[config.mk]
export PLATFORM = sky130hd
export DESIGN_NAME = inst_fetch
export DESIGN_NICKNAME = d
export VERILOG_FILES = /design/src/rtl/inst_fetch.sv
export SDC_FILE = /design/constraint.sdc
export NUM_CORES = 1
export LEC_CHECK = 0
export ABC_AREA = 1
export CAP_MARGIN = 20
export CELL_PAD_IN_SITES_DETAIL_PLACEMENT = 0
export CELL_PAD_IN_SITES_GLOBAL_PLACEMENT = 1
export CORE_MARGIN = 5
export CORE_UTILIZATION = 25
export DETAILED_ROUTE_END_ITERATION = 10
export PLACE_DENSITY_LB_ADDON = 0.1
export SLEW_MARGIN = 20
export SYNTH_ARGS = -nofsm -noshare
export SYNTH_HDL_FRONTEND = slang
export SYNTH_SLANG_ARGS = --single-unit
export TNS_END_PERCENT = 50
[constraint.sdc]
create_clock -name clk_i -period 7.1 [get_ports clk_i]
set_input_delay 2.13 -clock clk_i [delete_from_list [all_inputs] [get_ports clk_i]]
set_output_delay 2.13 -clock clk_i [all_outputs]
set_load 0.05 [all_outputs]
[src/rtl/inst_fetch.sv]
// inst_fetch: fetch stage in front of a combinational instruction memory.
// Owns the PC, captures {pc, word} into a small fetch queue and presents
// the queue head to decode over valid/ready. Redirects flush the queue; a
// misaligned redirect target queues a single exception entry and halts
// fetching until the next redirect.
// Optional build macro INST_FETCH_PERF_EN adds push and full-queue bubble
// counters (fetch_cnt_o, bubble_cnt_o).
module inst_fetch #(
    parameter int          IMEM_W   = 14,
    parameter logic [31:0] RESET_PC = 32'h0000_0000,
    parameter int          FQ_DEPTH = 2
) (
    input  logic              clk_i,
    input  logic              rst_i,
    output logic [IMEM_W-1:0] imem_addr_o,
    input  logic [31:0]       imem_rdata_i,
    input  logic              redirect_valid_i,
    input  logic [31:0]       redirect_pc_i,
    output logic              inst_valid_o,
    input  logic              inst_ready_i,
    output logic [31:0]       inst_o,
    output logic [31:0]       pc_o,
    output logic              misalign_o
`ifdef INST_FETCH_PERF_EN
    ,
    output logic [31:0]       fetch_cnt_o,
    output logic [31:0]       bubble_cnt_o
`endif
);

    localparam int PTR_W = (FQ_DEPTH > 1) ? $clog2(FQ_DEPTH) : 1;
    localparam int CNT_W = PTR_W + 1;
    localparam logic [CNT_W-1:0] DEPTH_C = CNT_W'(FQ_DEPTH);

    typedef enum logic {
        ST_RUN  = 1'b0,
        ST_HALT = 1'b1
    } state_t;

    state_t           state_q, state_d;
    logic [31:0]      pc_q, pc_d;
    logic [CNT_W-1:0] count_q, count_d;
    logic [PTR_W-1:0] rd_ptr_q, rd_ptr_d;
    logic [PTR_W-1:0] wr_ptr_q, wr_ptr_d;

    // Queue write port, shared by normal pushes and the misaligned entry
    logic             wr_en;
    logic [PTR_W-1:0] wr_idx;
    logic [31:0]      wr_pc;
    logic [31:0]      wr_inst;
    logic             wr_mis;

    logic push;
    logic pop;
    logic full;

    // Queue storage; plain registers so it can be cleared by reset
    logic [31:0] pc_mem_q   [FQ_DEPTH];
    logic [31:0] inst_mem_q [FQ_DEPTH];
    logic        mis_mem_q  [FQ_DEPTH];

    // Memory address and head outputs come straight from registers
    assign imem_addr_o  = pc_q[IMEM_W-1:0];
    assign inst_valid_o = (count_q != '0);
    assign inst_o       = inst_mem_q[rd_ptr_q];
    assign pc_o         = pc_mem_q[rd_ptr_q];
    assign misalign_o   = mis_mem_q[rd_ptr_q];

    // Full is judged on the registered count, so a pop never frees a slot
    // for a push in the same cycle
    assign full = (count_q == DEPTH_C);
    assign push = (state_q == ST_RUN) && !redirect_valid_i && !full;
    assign pop  = inst_valid_o && inst_ready_i && !redirect_valid_i;

    // Next-state logic: redirect overrides everything, otherwise push/pop
    always_comb begin
        state_d  = state_q;
        pc_d     = pc_q;
        count_d  = count_q;
        rd_ptr_d = rd_ptr_q;
        wr_ptr_d = wr_ptr_q;
        wr_en    = 1'b0;
        wr_idx   = wr_ptr_q;
        wr_pc    = pc_q;
        wr_inst  = imem_rdata_i;
        wr_mis   = 1'b0;

        if (redirect_valid_i) begin
            pc_d     = redirect_pc_i;
            rd_ptr_d = '0;
            if (redirect_pc_i[1:0] == 2'b00) begin
                state_d  = ST_RUN;
                wr_ptr_d = '0;
                count_d  = '0;
            end else begin
                // Exception entry becomes the only queue entry
                state_d  = ST_HALT;
                wr_en    = 1'b1;
                wr_idx   = '0;
                wr_pc    = redirect_pc_i;
                wr_inst  = 32'h0;
                wr_mis   = 1'b1;
                wr_ptr_d = PTR_W'(1);
                count_d  = CNT_W'(1);
            end
        end else begin
            if (push) begin
                wr_en    = 1'b1;
                wr_ptr_d = wr_ptr_q + PTR_W'(1);
                pc_d     = pc_q + 32'd4;
            end
            if (pop) begin
                rd_ptr_d = rd_ptr_q + PTR_W'(1);
            end
            if (push && !pop) begin
                count_d = count_q + CNT_W'(1);
            end else if (pop && !push) begin
                count_d = count_q - CNT_W'(1);
            end
        end
    end

    // State, PC and queue bookkeeping registers
    always_ff @(posedge clk_i or posedge rst_i) begin
        if (rst_i) begin
            state_q  <= ST_RUN;
            pc_q     <= RESET_PC;
            count_q  <= '0;
            rd_ptr_q <= '0;
            wr_ptr_q <= '0;
        end else begin
            state_q  <= state_d;
            pc_q     <= pc_d;
            count_q  <= count_d;
            rd_ptr_q <= rd_ptr_d;
            wr_ptr_q <= wr_ptr_d;
        end
    end

    // One register slice per queue entry, written when selected
    for (genvar gi = 0; gi < FQ_DEPTH; gi++) begin : g_entry
        // Capture the write-port data into entry gi
        always_ff @(posedge clk_i or posedge rst_i) begin
            if (rst_i) begin
                pc_mem_q[gi]   <= 32'h0;
                inst_mem_q[gi] <= 32'h0;
                mis_mem_q[gi]  <= 1'b0;
            end else if (wr_en && (wr_idx == PTR_W'(gi))) begin
                pc_mem_q[gi]   <= wr_pc;
                inst_mem_q[gi] <= wr_inst;
                mis_mem_q[gi]  <= wr_mis;
            end
        end
    end

`ifdef INST_FETCH_PERF_EN
    logic [31:0] fetch_cnt_q;
    logic [31:0] bubble_cnt_q;

    // Count pushes and cycles lost to a full queue while fetching
    always_ff @(posedge clk_i or posedge rst_i) begin
        if (rst_i) begin
            fetch_cnt_q  <= 32'h0;
            bubble_cnt_q <= 32'h0;
        end else begin
            if (push) begin
                fetch_cnt_q <= fetch_cnt_q + 32'd1;
            end
            if ((state_q == ST_RUN) && !redirect_valid_i && full) begin
                bubble_cnt_q <= bubble_cnt_q + 32'd1;
            end
        end
    end

    assign fetch_cnt_o  = fetch_cnt_q;
    assign bubble_cnt_o = bubble_cnt_q;
`endif

endmodule

==> results.md, run 1 <==
### GRT
- **maximum number of pins on one net before global-route repair** 83
- **vias in the first global route** 7475
- **leftover overflow at the end of global routing** 0
- **wire length of the first global-routing pass** 44100 um
- **global-route usage over all layers** 14.5%
- **antenna violations before repair** 0

### Yosys
- **most used flip-flop cell after synthesis** sky130_fd_sc_hd__dfrtp_1
- **area of the mapped netlist** 8570 um2
- **Seq cells post-synth** 167
- **post-synthesis simple-gate area fraction** 27.7%
- **multiplexer share of the synthesized area** 0%
- **parity-gate share of the synthesized area counting xor and xnor cells** 0.511%
- **warning count from the yosys run** 0
- **area fraction in compound gates after synthesis** 12.2%
- **main combinational cell family by area after synthesis** simple AND/OR/NAND/NOR gates
- **synthesized area per cell** 7.30 um2
- **post-synthesis adder-cell area fraction** 0.146%
- **Post-synth EDFFs** 0
- **Syn Inst Count** 1175
- **Netlist cell types** 28
- **synthesized net count** 1244
- **sequential-to-total area share from yosys stat** 48.7%
- **Synth async-reset ratio** 100%

### Routing
- **DRC violation count after routing** 0
- **Routed wire per std cell** 15.8 um
- **starting DRC count in detailed routing** 424
- **via-per-instance ratio** 4.30
- **vias post-DR** 7474
- **count of TritonRoute iterations in the first routing pass** 5
- **routed wire length** 27400 um
- **post-route ant nets** 0

### Clocking
- **cts repair resizes** 0
- **Hold Buf Count CTS** 0
- **sink count of the clock tree** 167
- **CTS Buffer Depth** 2
- **CTS tree** yes
- **clock slew at reported path FFs** 70 ps
- **cell chosen for the clock root** sky130_fd_sc_hd__clkbuf_16
- **cts bufs inserted** 17
- **CTS H-tree lvls** 4
- **total setup buffers inserted after CTS** 0
- **insertion delay of the later-clocked pin in the worst-skew pair** 440 ps

### Pwr
- **Power Internal** 2.22 mW
- **cell leakage power** 5.01 nW
- **net load switching power** 1.72 mW
- **Flop pwr share** 36.0%
- **clock network fraction of total power** 25.0%
- **total power per unit cell area** 362 nW/um2
- **largest voltage drop on the vdd net** 169 uV
- **Combinational Power Share** 39.0%
- **Net Sw Frac** 43.6%

### Floorplan
- **Initial Util** 25.4%
- **number of primary I/O pins** 148
- **die outline width** 195 um
- **core area** 33700 um2
- **die span in y** 195 um
- **FP Rows** 67
- **die footprint** 38100 um2

### Critical path
- **kind of capture point of the worst setup path** primary output
- **number of cell instances on the worst register-to-register path** 5
- **peak fanout along the critical path** 80
- **type of the setup path with the least slack** reg -> out
- **Worst Path Arrival** 3060 ps
- **launching element type of the critical path** flop
- **data required time at the worst endpoint** 4970 ps

### Timing
- **final number of hold-violating endpoints** 0
- **Max Clock Freq** 193 MHz
- **count of final max-slew check failures** 0
- **relative max-transition margin** 43.1%
- **post-route minimum period** 5190 ps
- **post-route worst setup slack** 1910 ps
- **setup repair after global routing missed its margin** no
- **share of the clock period used by the worst path after layout** 73.2%
- **total negative slack** 0 ps
- **transition time at the pin with the least slew margin** 853 ps
- **final count of negative-setup-slack endpoints** 0
- **clock skew after layout** 24.0 ps

### Finish
- **layout net count** 1346
- **final instance area** 10900 um2
- **Layout Area Growth over Synthesis** 27.0%
- **Fillers** 3701
- **antenna cells** 0
- **top library cells by usage in the layout, fill and taps aside** sky130_fd_sc_hd__nand2_1 (468), sky130_fd_sc_hd__o21ai_0 (173), sky130_fd_sc_hd__dfrtp_1 (166), sky130_fd_sc_hd__clkdlybuf4s50_1 (147), sky130_fd_sc_hd__inv_1 (125)
- **most common library cell in the layout ignoring fill and taps** sky130_fd_sc_hd__nand2_1
- **final core utilization** 32.3%
- **ratio of cells with drive above 1 in the final layout** 4.19%

### Status
- **outcome** finished, final reports clean

### Min path
- **Min-Delay Path Class** reg -> reg
- **number of cells on the worst hold path** 2

### Placement
- **number of input and output port buffers inserted** 147
- **Placed Instance Area** 10300 um2
- **final HPWL from detailed placement** 18400 um
- **Worst Setup Slack post-DPL** 1960 ps
- **GPL Wtd Cong** 0.731

### Run
- **max-capacitance violation count** 0

[power groups by stage]
stage,sequential [mW],clock [mW],combinational (mW)
finish,1.42,0.984,1.54
detailed placement,1.44,0,1.56
global route,1.46,1.06,1.69
global placement,1.44,0,1.56
floorplan,1.36,0,1.15
CTS,1.42,1.02,1.57
[path summary, 6_finish.rpt]
check                      slack (ps)                startpoint                    endpoint
min in group asynchronous        2210                     rst_i  inst_mem_q[23]$_DFFE_PP0P_
max                              1910      rd_ptr_q$_DFFE_PP0P_                    pc_o[10]
min reg2reg                       470  pc_mem_q[16]$_DFFE_PP0P_    pc_mem_q[16]$_DFFE_PP0P_
max reg2reg                      4840    count_q[0]$_DFFE_PP0P_        pc_q[16]$_DFFE_PP0P_
min                               470  pc_mem_q[16]$_DFFE_PP0P_    pc_mem_q[16]$_DFFE_PP0P_
max in group asynchronous        3750                     rst_i    pc_mem_q[43]$_DFFE_PP0P_
[Yosys cell counts, types with 3 or more instances]
master	count	area share, %
sky130_fd_sc_hd__o21ai_1	14	0.82
sky130_fd_sc_hd__nor2_1	41	1.8
sky130_fd_sc_hd__o21bai_1	4	0.35
sky130_fd_sc_hd__buf_6	5	0.66
sky130_fd_sc_hd__buf_4	25	2.2
sky130_fd_sc_hd__clkbuf_1	29	1.3
sky130_fd_sc_hd__xor2_1	5	0.51
sky130_fd_sc_hd__dfrtp_1	167	49
sky130_fd_sc_hd__nand2_1	468	20
sky130_fd_sc_hd__nand3_1	79	4.6
sky130_fd_sc_hd__buf_2	12	0.70
sky130_fd_sc_hd__nand2_2	3	0.22
sky130_fd_sc_hd__o21ai_0	173	10
sky130_fd_sc_hd__o211ai_1	5	0.44
sky130_fd_sc_hd__inv_1	126	5.5
[registers in the layout, indices dropped and copies added (netlist names)]
register and cells:
wr_ptr_q 1, count_q 2, rd_ptr_q 1, state_q 1, pc_q 32, inst_mem_q 64
mis_mem_q 2, pc_mem_q 64
[per-stage QoR]
stage	cells	hold slack, ps	power (mW)
final	1738	471	3.94
after CTS	1738	475	4.01
after global placement	1706	453	3.00
after floorplan	1175	442	2.50
after detailed placement	1706	458	3.01
after global routing	1738	494	4.21
[critical path: stages (launching register included)]
cell	delay [ps]
sky130_fd_sc_hd__dfrtp_4	910
sky130_fd_sc_hd__buf_4	560
sky130_fd_sc_hd__nand2_1	100
sky130_fd_sc_hd__o21ai_0	150
sky130_fd_sc_hd__clkdlybuf4s50_1	870
[kinds of logic (layout without fill, tap and decap cells)]
group,count (synthesis),in the layout
adder cells (fa/ha/maj),1,1
buffers and inverters,203,318
flip-flops,167,167
XOR/XNOR,5,5
AO/OA/AOI/OAI,202,202
AND/OR/NAND/NOR,597,597
[layer usage]
layer / global-route usage (%) / part of all wire (%)
met1: 21.6 / 52
met2: 22.2 / 44
met3: 2.77 / 3.2
met4: 2.51 / 0.48
met5: 0 / 0
[area by class of cell]
class / instances / area, um2 / area share [%]
sequential: 167 / 4180 / 38.4
clock inverter: 14 / 179 / 1.64
timing repair buffer: 156 / 1540 / 14.1
clock buffer: 18 / 439 / 4.03
tap: 448 / 561 / 5.15
multi-input combinational: 805 / 3490 / 32.0
inverter: 130 / 495 / 4.55
Power figures use the tool's default switching activity.
==> run 2, diff against run 1 <==
==> constraint.sdc (replaced) <==
create_clock -name clk_i -period 4.7 [get_ports clk_i]
set_input_delay 1.41 -clock clk_i [delete_from_list [all_inputs] [get_ports clk_i]]
set_output_delay 1.41 -clock clk_i [all_outputs]
set_load 0.05 [all_outputs]
==> run 2 against run 1 <==
Net effect: clock skew shrank 14 ps; register-to-register slack lost 2300 ps; cell area grew 0.47%; power grew 50%; hold slack is essentially flat; final cell count grew 0.29%; critical endpoint is now pc_o[9]; largest power group unchanged; highest routed layer unchanged.
==> results.md, run 2 (synthesis results as in run 1) <==
### Status
- **outcome** finished, final reports clean

### Timing
- **total negative slack** 0 ps, unchanged
- **post-route minimum period** 4340 ps
- **final number of hold-violating endpoints** 0, unchanged
- **Max Clock Freq** 230 MHz
- **transition time at the pin with the least slew margin** 832 ps, -21.1 ps
- **count of final max-slew check failures** 0, unchanged
- **setup repair after global routing missed its margin** no
- **clock skew after layout** 9.67 ps, -14.3 ps
- **share of the clock period used by the worst path after layout** 92.4%
- **post-route worst setup slack** 359 ps, -1550 ps
- **final count of negative-setup-slack endpoints** 0, unchanged
- **relative max-transition margin** 44.4%, +1.3 points

### Critical path
- **type of the setup path with the least slack** reg -> out
- **Crit-path slowest cell** sky130_fd_sc_hd__dfrtp_4
- **register-to-register setup slack** 2500 ps, -2340 ps
- **data required time at the worst endpoint** 3290 ps, -1680 ps
- **worst reg2reg path endpoint** pc_mem_q[27]$_DFFE_PP0P_
- **worst reg2reg path startpoint** count_q[0]$_DFFE_PP0P_
- **worst stage delay on the critical path** 920 ps, about the same
- **Worst Path Arrival** 2930 ps, -130 ps
- **list of cells traversed by the critical path** buf_4 -> nand2_1 -> o21ai_0 -> clkdlybuf4s50_1
- **peak fanout along the critical path** 76, -5.0%
- **number of cell instances on the worst register-to-register path** 6, +1
- **launching element type of the critical path** flop
- **kind of capture point of the worst setup path** primary output

### Min path
- **Hold Path Sink** inst_mem_q[0]$_DFFE_PP0P_
- **Min-Delay Path Class** reg -> reg
- **hold_sp** inst_mem_q[0]$_DFFE_PP0P_
- **number of cells on the worst hold path** 2, unchanged

### GRT
- **vias in the first global route** 7452, -0.31%
- **leftover overflow at the end of global routing** 0, unchanged
- **antenna violations before repair** 0, unchanged
- **wire length of the first global-routing pass** 43800 um, -0.60%
- **maximum number of pins on one net before global-route repair** 92, +11%
- **global-route usage over all layers** 14.6%, +0.12 points

### Floorplan
- **die footprint** 38100 um2, unchanged
- **die outline width** 195 um, unchanged
- **number of primary I/O pins** 148, unchanged
- **Initial Util** 25.4%, unchanged
- **FP Rows** 67, unchanged
- **die span in y** 195 um, unchanged
- **core area** 33700 um2, unchanged

### Clocking
- **CTS H-tree lvls** 4, unchanged
- **insertion delay of the later-clocked pin in the worst-skew pair** 440 ps, about the same
- **total setup buffers inserted after CTS** 0, unchanged
- **sink count of the clock tree** 167, unchanged
- **cell chosen for the clock root** sky130_fd_sc_hd__clkbuf_16
- **Hold Buf Count CTS** 0, unchanged
- **cts repair resizes** 0, unchanged
- **clock slew at reported path FFs** 70 ps, about the same
- **cts bufs inserted** 17, unchanged
- **CTS Buffer Depth** 2, unchanged
- **CTS tree** yes

### Routing
- **post-route ant nets** 0, unchanged
- **count of TritonRoute iterations in the first routing pass** 5, unchanged
- **Routed wire per std cell** 15.8 um, +0.19%
- **DRC violation count after routing** 0, unchanged
- **routed wire length** 27500 um, +0.48%
- **starting DRC count in detailed routing** 402, -5.2%
- **vias post-DR** 7532, +0.78%
- **via-per-instance ratio** 4.32, +0.49%

### Pwr
- **net load switching power** 2.52 mW, +47%
- **clock network fraction of total power** 24.5%, -0.5 points
- **cell leakage power** 5.04 nW, +0.44%
- **total power per unit cell area** 542 nW/um2, +50%
- **Combinational Power Share** 39.1%, about the same
- **Total Power Consumption** 5.93 mW, +50%
- **Power Internal** 3.41 mW, +53%
- **largest voltage drop on the vdd net** 259 uV, +54%
- **Flop pwr share** 36.4%, +0.4 points
- **Net Sw Frac** 42.5%, -1.1 points

### Finish
- **top library cells by usage in the layout, fill and taps aside** sky130_fd_sc_hd__nand2_1 (468), sky130_fd_sc_hd__o21ai_0 (173), sky130_fd_sc_hd__dfrtp_1 (166), sky130_fd_sc_hd__clkdlybuf4s50_1 (147), sky130_fd_sc_hd__inv_1 (125)
- **Layout Area Growth over Synthesis** 27.6%
- **Top Registers** inst_mem_q: 64 flops, pc_mem_q: 64 flops, pc_q: 32 flops
- **antenna cells** 0, unchanged
- **layout net count** 1351, +0.37%
- **most common library cell in the layout ignoring fill and taps** sky130_fd_sc_hd__nand2_1
- **final core utilization** 32.4%, +0.15 points
- **ratio of cells with drive above 1 in the final layout** 4.56%, +0.37 points

### Placement
- **GPL Wtd Cong** 0.750, +2.6%
- **Worst Setup Slack post-DPL** 813 ps, -1150 ps
- **number of input and output port buffers inserted** 147, unchanged
- **final HPWL from detailed placement** 18900 um, +2.8%

### Run
- **max-capacitance violation count** 0, unchanged

-- run 2: cell types whose count changed in the layout (fill, tap and decap cells not counted) --
cell,delta
sky130_fd_sc_hd__clkbuf_8,+1
sky130_fd_sc_hd__buf_12,+3
sky130_fd_sc_hd__clkinvlp_4,+3
sky130_fd_sc_hd__inv_6,-3
sky130_fd_sc_hd__clkinv_4,+1
sky130_fd_sc_hd__bufinv_16,+1
sky130_fd_sc_hd__inv_8,-2
sky130_fd_sc_hd__buf_4,+2
sky130_fd_sc_hd__clkinv_2,+3
sky130_fd_sc_hd__clkinv_8,-4
-- run 2: worst max-delay path, delay by kind of cell (launching register included) --
family	cells	cell delay, ps
buf+inv	2	1270
simple gates	1	80
flops	1	920
compound gates	1	170
-- run 2: routing by layer --
metal	vias to the layer above	routed length, um	GRT usage (%)
met3	18	910	2.81
met4	0	299	3.39
met5	-	0	0
met1	3524	13900	20.9
li1	3861	-	-
met2	129	12400	23.0
-- run 2: metrics by stage --
stage               hold WS [ps]  std cells  cell area [um2]
finish                       471       1743            10900
global route                 490       1743            10900
CTS                          475       1743            10900
detailed placement           458       1711            10300
global placement             454       1711            10300
floorplan                    442       1175             8580
-- run 2: cell type report --
cell class / instances / area, um2
Clock buffer: 19 / 453
Sequential cell: 167 / 4180
Fill cell: 3743 / 22800
Multi-Input combinational cell: 805 / 3490
Inverter: 130 / 494
Tap cell: 448 / 561
Timing Repair Buffer: 161 / 1610
Clock inverter: 13 / 143
-- run 2: worst max path at each step --
stage	from	endpoint	slack [ps]	cells after the start
after floorplan	rst_i	count_q[0]$_DFFE_PP0P_	1160	1
after global placement	rd_ptr_q$_DFFE_PP0P_	pc_o[9]	830	4
after detailed placement	rd_ptr_q$_DFFE_PP0P_	pc_o[9]	810	4
after CTS	rd_ptr_q$_DFFE_PP0P_	pc_o[9]	330	4
after global routing	rd_ptr_q$_DFFE_PP0P_	pc_o[31]	150	4
final	rd_ptr_q$_DFFE_PP0P_	pc_o[9]	360	4
-- run 2: power by group through the flow --
stage / registers [mW] / logic, mW / clock network [mW]
finish: 2.16 / 2.32 / 1.45
global route: 2.23 / 2.55 / 1.56
CTS: 2.17 / 2.37 / 1.51
detailed placement: 2.19 / 2.37 / 0
global placement: 2.19 / 2.35 / 0
floorplan: 2.05 / 1.73 / 0
==> run 3, diff against run 2 <==
--- a/config.mk
+++ b/config.mk
@@ -12,7 +12,9 @@
 export CORE_MARGIN = 5
 export CORE_UTILIZATION = 25
 export DETAILED_ROUTE_END_ITERATION = 10
+export DONT_BUFFER_PORTS = 1
 export PLACE_DENSITY_LB_ADDON = 0.1
+export SETUP_SLACK_MARGIN = 0.5
 export SLEW_MARGIN = 20
 export SYNTH_ARGS = -nofsm -noshare
 export SYNTH_HDL_FRONTEND = slang
==> run 3 against run 2 <==
Net effect: global-route usage barely moved; critical path depth fell by 2; routed wire length fell by 0.72%; maximum frequency rose by 16%; highest routed layer unchanged; hold slack barely moved; clock skew fell by 3.0 ps.
==> results.md, run 3 (synthesis results as in run 1) <==
### Status
- **outcome** finished, final reports clean

### Finish
- **antenna cells** 0, unchanged
- **Top Registers** inst_mem_q: 64 flops, pc_mem_q: 64 flops, pc_q: 32 flops
- **layout net count** 1228, -9.1%
- **most common library cell in the layout ignoring fill and taps** sky130_fd_sc_hd__nand2_1
- **top library cells by usage in the layout, fill and taps aside** sky130_fd_sc_hd__nand2_1 (468), sky130_fd_sc_hd__dfrtp_1 (166), sky130_fd_sc_hd__inv_1 (125), sky130_fd_sc_hd__o21ai_0 (108)
- **ratio of cells with drive above 1 in the final layout** 7.00%, +2.4 points
- **Layout Area Growth over Synthesis** 12.4%

### Critical path
- **list of cells traversed by the critical path** buf_12 -> o21ai_1
- **Crit-path slowest cell** sky130_fd_sc_hd__o21ai_1
- **launching element type of the critical path** flop
- **worst stage delay on the critical path** 810 ps, -110 ps
- **worst reg2reg path endpoint** pc_q[28]$_DFFE_PP0P_
- **worst reg2reg path startpoint** pc_q[3]$_DFFE_PP0P_
- **data required time at the worst endpoint** 3290 ps, about the same
- **peak fanout along the critical path** 62, -18%
- **register-to-register setup slack** 2320 ps, -180 ps
- **type of the setup path with the least slack** reg -> out
- **kind of capture point of the worst setup path** primary output
- **Worst Path Arrival** 2320 ps, -610 ps
- **number of cell instances on the worst register-to-register path** 8, +2

### Clocking
- **CTS H-tree lvls** 4, unchanged
- **insertion delay of the later-clocked pin in the worst-skew pair** 440 ps, about the same
- **Hold Buf Count CTS** 0, unchanged
- **cell chosen for the clock root** sky130_fd_sc_hd__clkbuf_16
- **cts bufs inserted** 17, unchanged
- **sink count of the clock tree** 167, unchanged
- **CTS tree** yes
- **total setup buffers inserted after CTS** 0, unchanged
- **clock slew at reported path FFs** 70 ps, about the same
- **CTS Buffer Depth** 2, unchanged
- **cts repair resizes** 0, unchanged

### Timing
- **relative max-transition margin** 29.7%, -15 points
- **setup repair after global routing missed its margin** no
- **Max Clock Freq** 268 MHz, +16%
- **post-route minimum period** 3730 ps, -609 ps
- **total negative slack** 0 ps, unchanged
- **worst slack on hold paths** 470 ps, -0.247 ps
- **final count of negative-setup-slack endpoints** 0, unchanged
- **transition time at the pin with the least slew margin** 1050 ps, +215 ps
- **count of final max-slew check failures** 0, unchanged
- **share of the clock period used by the worst path after layout** 79.4%, -13 points
- **post-route worst setup slack** 968 ps, +609 ps
- **clock skew after layout** 6.63 ps, -3.04 ps
- **final number of hold-violating endpoints** 0, unchanged

### Routing
- **vias post-DR** 7036, -6.6%
- **starting DRC count in detailed routing** 279, -31%
- **via-per-instance ratio** 4.34, +0.51%
- **DRC violation count after routing** 0, unchanged
- **post-route ant nets** 0, unchanged
- **Routed wire per std cell** 16.9 um, +6.8%
- **routed wire length** 27300 um, -0.72%
- **count of TritonRoute iterations in the first routing pass** 4, -1

### Floorplan
- **core area** 33700 um2, unchanged
- **die outline width** 195 um, unchanged
- **Initial Util** 25.4%, unchanged
- **number of primary I/O pins** 148, unchanged
- **die footprint** 38100 um2, unchanged
- **die span in y** 195 um, unchanged
- **FP Rows** 67, unchanged

### GRT
- **maximum number of pins on one net before global-route repair** 88, -4.3%
- **wire length of the first global-routing pass** 43500 um, -0.82%
- **antenna violations before repair** 0, unchanged
- **vias in the first global route** 7052, -5.4%
- **global-route usage over all layers** 14.6%, +0.025 points
- **leftover overflow at the end of global routing** 0, unchanged

### Min path
- **hold_sp** pc_mem_q[11]$_DFFE_PP0P_
- **Hold Path Sink** pc_mem_q[11]$_DFFE_PP0P_
- **Min-Delay Path Class** reg -> reg
- **number of cells on the worst hold path** 2, unchanged

### Pwr
- **Flop pwr share** 39.8%, +3.4 points
- **Power Internal** 3.06 mW, -10%
- **clock network fraction of total power** 24.5%, about the same
- **total power per unit cell area** 577 nW/um2, +6.5%
- **net load switching power** 2.50 mW, -0.85%
- **Net Sw Frac** 44.9%, +2.4 points
- **largest voltage drop on the vdd net** 265 uV, +2.4%
- **Combinational Power Share** 35.6%, -3.5 points
- **cell leakage power** 4.60 nW, -8.6%

### Placement
- **final HPWL from detailed placement** 19000 um, +0.27%
- **Worst Setup Slack post-DPL** 1390 ps, +579 ps
- **number of input and output port buffers inserted** 0, -100%
- **GPL Wtd Cong** 0.734, -2.1%

### Run
- **max-capacitance violation count** 0, unchanged

==> run 3: changes by cell type in the layout (fill, tap and decap cells not counted), sizes merged <==
cell	change
clkbuf	+4
buf	+24
inv	-3
clkinvlp	+1
bufinv	-2
clkdlybuf4s50	-147
==> run 3: worst max-delay path by stage <==
stage                              start                      to  slack, ps  cells past startpoint
floorplan                          rst_i  count_q[0]$_DFFE_PP0P_       1160                      1
global placement    rd_ptr_q$_DFFE_PP0P_                 pc_o[8]       1410                      3
detailed placement  rd_ptr_q$_DFFE_PP0P_                 pc_o[8]       1390                      3
CTS                 rd_ptr_q$_DFFE_PP0P_                 pc_o[8]        900                      3
global route        rd_ptr_q$_DFFE_PP0P_              inst_o[18]        800                      3
finish              rd_ptr_q$_DFFE_PP0P_              inst_o[11]        970                      2
==> run 3: critical path: cells and delay by family (launching register included) <==
kind,cells,cell delay [ps]
compound gates,1,810
flops,1,740
buf+inv,1,310
==> run 3: cell type report <==
| type | count | area [um2] |
|---|---|---|
| inverter | 130 | 494 |
| fill | 3796 | 24100 |
| timing repair buffer | 38 | 348 |
| clock buffer | 23 | 498 |
| clock inverter | 9 | 67.6 |
| multi-input combinational | 805 | 3490 |
| sequential | 167 | 4180 |
| tap | 448 | 561 |
==> run 3: routing by layer <==
metal | track usage [%] | part of all wire (%) | vias up
met5 | 0 | 0 | -
met4 | 2.92 | 0.66 | 0
met3 | 4.45 | 6.1 | 10
met2 | 22.3 | 44 | 124
met1 | 20.7 | 49 | 3282
li1 | - | - | 3620
==> run 3: power groups by stage <==
stage / logic (mW) / clock network, mW / registers [mW]
after floorplan: 1.73 / 0 / 2.05
final: 1.98 / 1.37 / 2.22
after global routing: 2.19 / 1.49 / 2.28
after detailed placement: 2.03 / 0 / 2.25
after CTS: 2.03 / 1.43 / 2.22
after global placement: 2.02 / 0 / 2.25
==> run 3: stage by stage <==
stage          std cells  instance area, um2  power (mW)  util, %
2_1_floorplan       1175                8580        3.78        -
3_3_place_gp        1588                9070        4.27     26.9
3_5_place_dp        1588                9070        4.28     26.9
4_1_cts             1620                9640        5.68     28.6
5_1_grt             1620                9640        5.96     28.6
6_report            1620                9640        5.57     28.6
